<file path="src/rtl/writeback_stage.sv">
// MEM/WB pipeline register with load-data formatting and the writeback result select.
// Register-file write port and the forwarding result both come from registered state only.
module writeback_stage #(
  parameter int unsigned WIDTH      = 32,
  parameter int unsigned ADDR_WIDTH = 5
) (
  input  logic                  clk,
  input  logic                  rst,
  input  logic                  StallW,
  input  logic                  FlushW,
  input  logic [WIDTH-1:0]      ALUResultM,
  input  logic [WIDTH-1:0]      ReadDataM,
  input  logic [WIDTH-1:0]      PCPlus4M,
  input  logic [WIDTH-1:0]      ImmExtM,
  input  logic [1:0]            ResultSrcM,
  input  logic [2:0]            LoadTypeM,
  input  logic                  RegWriteM,
  input  logic [ADDR_WIDTH-1:0] RdM,
  output logic [WIDTH-1:0]      ResultW,
  output logic [ADDR_WIDTH-1:0] RdW,
  output logic                  RegWriteW,
  output logic                  ValidW
);

  localparam logic [2:0] LtLb  = 3'b000;
  localparam logic [2:0] LtLh  = 3'b001;
  localparam logic [2:0] LtLw  = 3'b010;
  localparam logic [2:0] LtLbu = 3'b100;
  localparam logic [2:0] LtLhu = 3'b101;

  logic [WIDTH-1:0]      alu_q, rdata_q, pc4_q, imm_q;
  logic [1:0]            src_q;
  logic [2:0]            ltype_q;
  logic                  regwrite_q;
  logic [ADDR_WIDTH-1:0] rd_q;
  logic                  valid_q;

  // A flush only kills the valid/write bits; data fields are held so ResultW stays stable.
  always_ff @(posedge clk or posedge rst) begin
    if (rst) begin
      alu_q      <= '0;
      rdata_q    <= '0;
      pc4_q      <= '0;
      imm_q      <= '0;
      src_q      <= '0;
      ltype_q    <= '0;
      regwrite_q <= 1'b0;
      rd_q       <= '0;
      valid_q    <= 1'b0;
    end else if (FlushW) begin
      regwrite_q <= 1'b0;
      valid_q    <= 1'b0;
    end else if (!StallW) begin
      alu_q      <= ALUResultM;
      rdata_q    <= ReadDataM;
      pc4_q      <= PCPlus4M;
      imm_q      <= ImmExtM;
      src_q      <= ResultSrcM;
      ltype_q    <= LoadTypeM;
      regwrite_q <= RegWriteM;
      rd_q       <= RdM;
      valid_q    <= 1'b1;
    end
  end

  logic [1:0]       off;
  logic [7:0]       byte_sel;
  logic [15:0]      half_sel;
  logic [WIDTH-1:0] load_val;

  assign off = alu_q[1:0];

  always_comb begin
    byte_sel = 8'h00;
    unique case (off)
      2'd0: byte_sel = rdata_q[7:0];
      2'd1: byte_sel = rdata_q[15:8];
      2'd2: byte_sel = rdata_q[23:16];
      2'd3: byte_sel = rdata_q[31:24];
      default: byte_sel = 8'h00;
    endcase
    half_sel = off[1] ? rdata_q[31:16] : rdata_q[15:0];
  end

  always_comb begin
    load_val = '0;
    case (ltype_q)
      LtLb:    load_val = WIDTH'($signed(byte_sel));
      LtLh:    load_val = WIDTH'($signed(half_sel));
      LtLw:    load_val = WIDTH'($signed(rdata_q[31:0]));
      LtLbu:   load_val = WIDTH'(byte_sel);
      LtLhu:   load_val = WIDTH'(half_sel);
      default: load_val = '0;
    endcase
  end

  always_comb begin
    ResultW = '0;
    unique case (src_q)
      2'd0: ResultW = alu_q;
      2'd1: ResultW = load_val;
      2'd2: ResultW = pc4_q;
      2'd3: ResultW = imm_q;
      default: ResultW = '0;
    endcase
  end

  assign RdW       = rd_q;
  assign ValidW    = valid_q;
  assign RegWriteW = regwrite_q & valid_q & (rd_q != '0);

endmodule

</file>
<file path="config.mk">
export PLATFORM = sky130hd
export DESIGN_NAME = writeback_stage
export DESIGN_NICKNAME = d
export VERILOG_FILES = /design/src/rtl/writeback_stage.sv
export SDC_FILE = /design/constraint.sdc
export NUM_CORES = 1
export LEC_CHECK = 0
export CAP_MARGIN = 25
export CORE_UTILIZATION = 49
export DETAILED_ROUTE_END_ITERATION = 6
export PLACE_DENSITY = 0.79
export RECOVER_POWER = 100
export SLEW_MARGIN = 15
export SYNTH_ARGS = -nofsm -noshare
export SYNTH_HDL_FRONTEND = slang
export SYNTH_SLANG_ARGS = --single-unit
export TNS_END_PERCENT = 5
</file>
<file path="constraint.sdc">
create_clock -name clk -period 6.8 [get_ports clk]
set_input_delay 1.36 -clock clk [delete_from_list [all_inputs] [get_ports clk]]
set_output_delay 1.36 -clock clk [all_outputs]
set_load 0.005 [all_outputs]
</file>
==> summary.md <==
| Metric | Value |
|---|---|
| Status | `finished with violations` |
| Failing checks | `capacitance limit, slew limit` |
| Hold WS | `0.506 ns` |
| Clock skew | `0 ns` |
| Post-CTS Hold Fix Bufs | `0` |
| H-tree Lvls | `4` |
| Min Tclk post-route | `5.58 ns` |
| Slew @ Worst Pin | `3.39 ns` |
| Die area | `14300 µm²` |
| Routed wire length | `18.3 mm` |
| Hold endpoint | `pc4_q[29]` |
| Peak VDD IR | `0.201 mV` |
| EDFF count, synth | `0` |
| CP arrival | `4.22 ns` |
| Clock sink count | `140` |
| Cells after synthesis | `549` |
| Final Hold Fails | `0` |
| Slew Limit Headroom | `-128%` |
| Share of cells above drive strength 1 | `27.1%` |
| Vias in the first global route | `5454` |
| HPWL after detailed placement | `12.9 mm` |
| Area grow syn2layout | `36.0%` |
| Hold Path Depth | `1` |
| Final setup vio count | `0` |
| Setup TNS | `0 ns` |
| CTS resizes | `0` |
| # diodes | `0` |
| Multi-input logic area | `2980 µm²` |
| Worst R2R Setup Slack | `4.78 ns` |
| Worst Setup End Kind | `primary output` |
| Cells along the critical path | `nand2b_1, or3_1, a21oi_1, o22a_1, clkdlybuf4s50_1` |
| Ys async rst share | `100%` |
| Gr usage total | `27.1%` |
| PortBufs | `181` |
| CP max stage cell | `dfrtp_1` |
| Clock slew at reported path FFs | `0.05 ns` |
| Layout Nets | `854` |
| DRC errors left | `0` |
| Starting Density | `50.7%` |
| Io pins | `182` |
| Main synth FF type | `dfrtp_1` |
| Reg-to-Reg Start | `src_q[0]` |
| Max Buffers Root-to-Sink | `2` |
| Crit. Startpoint | `src_q[0]` |
| Routed Antenna Nets | `0` |
| Pin count of the biggest net entering global routing | `78` |
| Syn avg cell area | `12.3 µm²` |
| Worst Path Required | `5.44 ns` |
| First-pass iteration count of the detailed router | `4` |
| Routed via count | `5131` |
| Max capacitance violation total | `4` |
| Critical path class | `flop to primary output` |
| Die W | `120 µm` |
| Critical Path Start Type | `flop` |
| Row count | `42` |
| Register Area | `3500 µm²` |
| Synth warnings | `0` |
| Slew Viols, Final | `235` |
| Critical path depth | `5` |
| CTS tree | `built` |
| R2R depth | `1` |
| Global-route wire length before repair | `28.9 mm` |
| CTS Buf Count | `17` |
| Final RePlAce weighted congestion | `0.875` |
| WL per Instance | `20.3 µm` |
| Reg-to-reg critical path endpoint | `src_q[0]` |
| GRT overflow | `0` |
| Worst Path Buf+Inv | `1` |
| Most common cell after layout, fill and taps aside | `mux2_2` |
| Crit path max fanout | `57` |
| Sequential share of the synthesized area | `51.8%` |
| Layout fillers | `1020` |
| Type of the tightest min-delay check | `flop to flop` |
| Post-synthesis register bit count | `140` |
| RSZ-0062 raised after global routing | `false` |
| Clock Latency Late Sink | `0.42 ns` |
| Final period util | `82.1%` |
| CP peak stage delay | `1.55 ns` |
| First-iteration detailed-routing DRC count | `355` |
| Post-CTS Setup Bufs | `0` |
| Syn nets | `692` |
| Number of vias per cell | `5.70` |
| Antenna violations before repair | `0` |
| Hold Startpoint | `pc4_q[29]` |
| Total power per unit cell area | `294 nW/µm²` |
| Die height | `120 µm` |
| CP delay by family, top | `flip-flops` |
| Post-Syn Area | `6770 µm²` |
| Core Area | `13300 µm²` |
| Fmax | `179 MHz` |
| Pleak | `3.72 nW` |
| Yosys cell types | `34` |
| Commonest cells after routing, fill and taps aside | `mux2_2 (157), clkdlybuf4s50_1 (150), dfrtp_1 (139)` |
| CTS Root Cell | `clkbuf_16` |
[cells by family after synthesis]
logic type	after synthesis	synth area share, %
and+or+nand+nor	90	5.58
muxes	162	26.9
DFF	140	51.8
buffers and inverters	45	3.64
AOI/OAI and AO/OA	112	12.1
[flip-flops by register name, summed over array words and instances (netlist names)]
signal / flops
src_q: 2
imm_q: 32
ltype_q: 3
rdata_q: 32
ValidW: 1
RdW: 5
regwrite_q: 1
pc4_q: 32
alu_q: 32
[cells in the mapped netlist (2+ instances only)]
cell type | instances | area, µm²
mux2_2 | 157 | 1770
dfrtp_1 | 140 | 3500
nand2_1 | 49 | 184
nor2_1 | 28 | 105
a21oi_1 | 27 | 135
buf_2 | 21 | 105
a22oi_1 | 20 | 150
a221oi_1 | 16 | 140
o22a_1 | 16 | 140
o22ai_1 | 16 | 100
a21oi_2 | 10 | 87.6
clkbuf_1 | 9 | 33.8
buf_6 | 6 | 67.6
buf_1 | 4 | 15.0
mux2_1 | 3 | 33.8
nor2b_1 | 3 | 18.8
a2bb2oi_1 | 2 | 17.5
clkbuf_2 | 2 | 10.0
inv_1 | 2 | 7.51
mux2i_1 | 2 | 20.0
nand2b_1 | 2 | 12.5
or3_1 | 2 | 12.5
[report_power, final]
group          internal, mW  total (mW)  switching (mW)
registers             0.956        1.08           0.123
clock network         0.662       0.990           0.328
logic                 0.382       0.635           0.253
[worst max path at each step]
| stage | endpoint | slack [ns] |
|---|---|---|
| final | ResultW[29] | 1.22 |
| after global routing | src_q[1] | 0.85 |
| after CTS | ResultW[29] | 1.91 |
| after detailed placement | ResultW[19] | 2.41 |
| after global placement | ResultW[16] | 2.47 |
| after floorplan | RdW[0] | 1.69 |
[metal layers]
| metal | vias to the layer above | global-route usage, % | wire length (µm) |
|---|---|---|---|
| li1 | 2334 | - | - |
| met1 | 2584 | 34.3 | 7590 |
| met2 | 196 | 43.6 | 8900 |
| met3 | 17 | 9.13 | 1520 |
| met4 | 0 | 9.14 | 261 |
| met5 | - | 0 | 0 |
[layout make-up]
| class | count | area share, % |
|---|---|---|
| Clock buffer | 26 | 5.53 |
| Clock inverter | 6 | 1.41 |
| Inverter | 2 | 0.0952 |
| Multi-Input combinational cell | 364 | 32.4 |
| Sequential cell | 140 | 38.1 |
| Tap cell | 176 | 2.39 |
| Timing Repair Buffer | 186 | 20.1 |
[per-stage QoR]
step,instances,worst slack (ns),power [mW],utilization (%),area (µm²)
2_1_floorplan,549,1.69,1.43,-,6770
3_3_place_gp,866,2.47,1.72,64.4,8600
3_5_place_dp,867,2.41,1.74,64.5,8610
4_1_cts,899,1.91,2.74,69.3,9250
5_1_grt,900,0.855,2.82,68.9,9200
6_report,900,1.22,2.70,68.9,9200
Power figures use the tool's default switching activity.
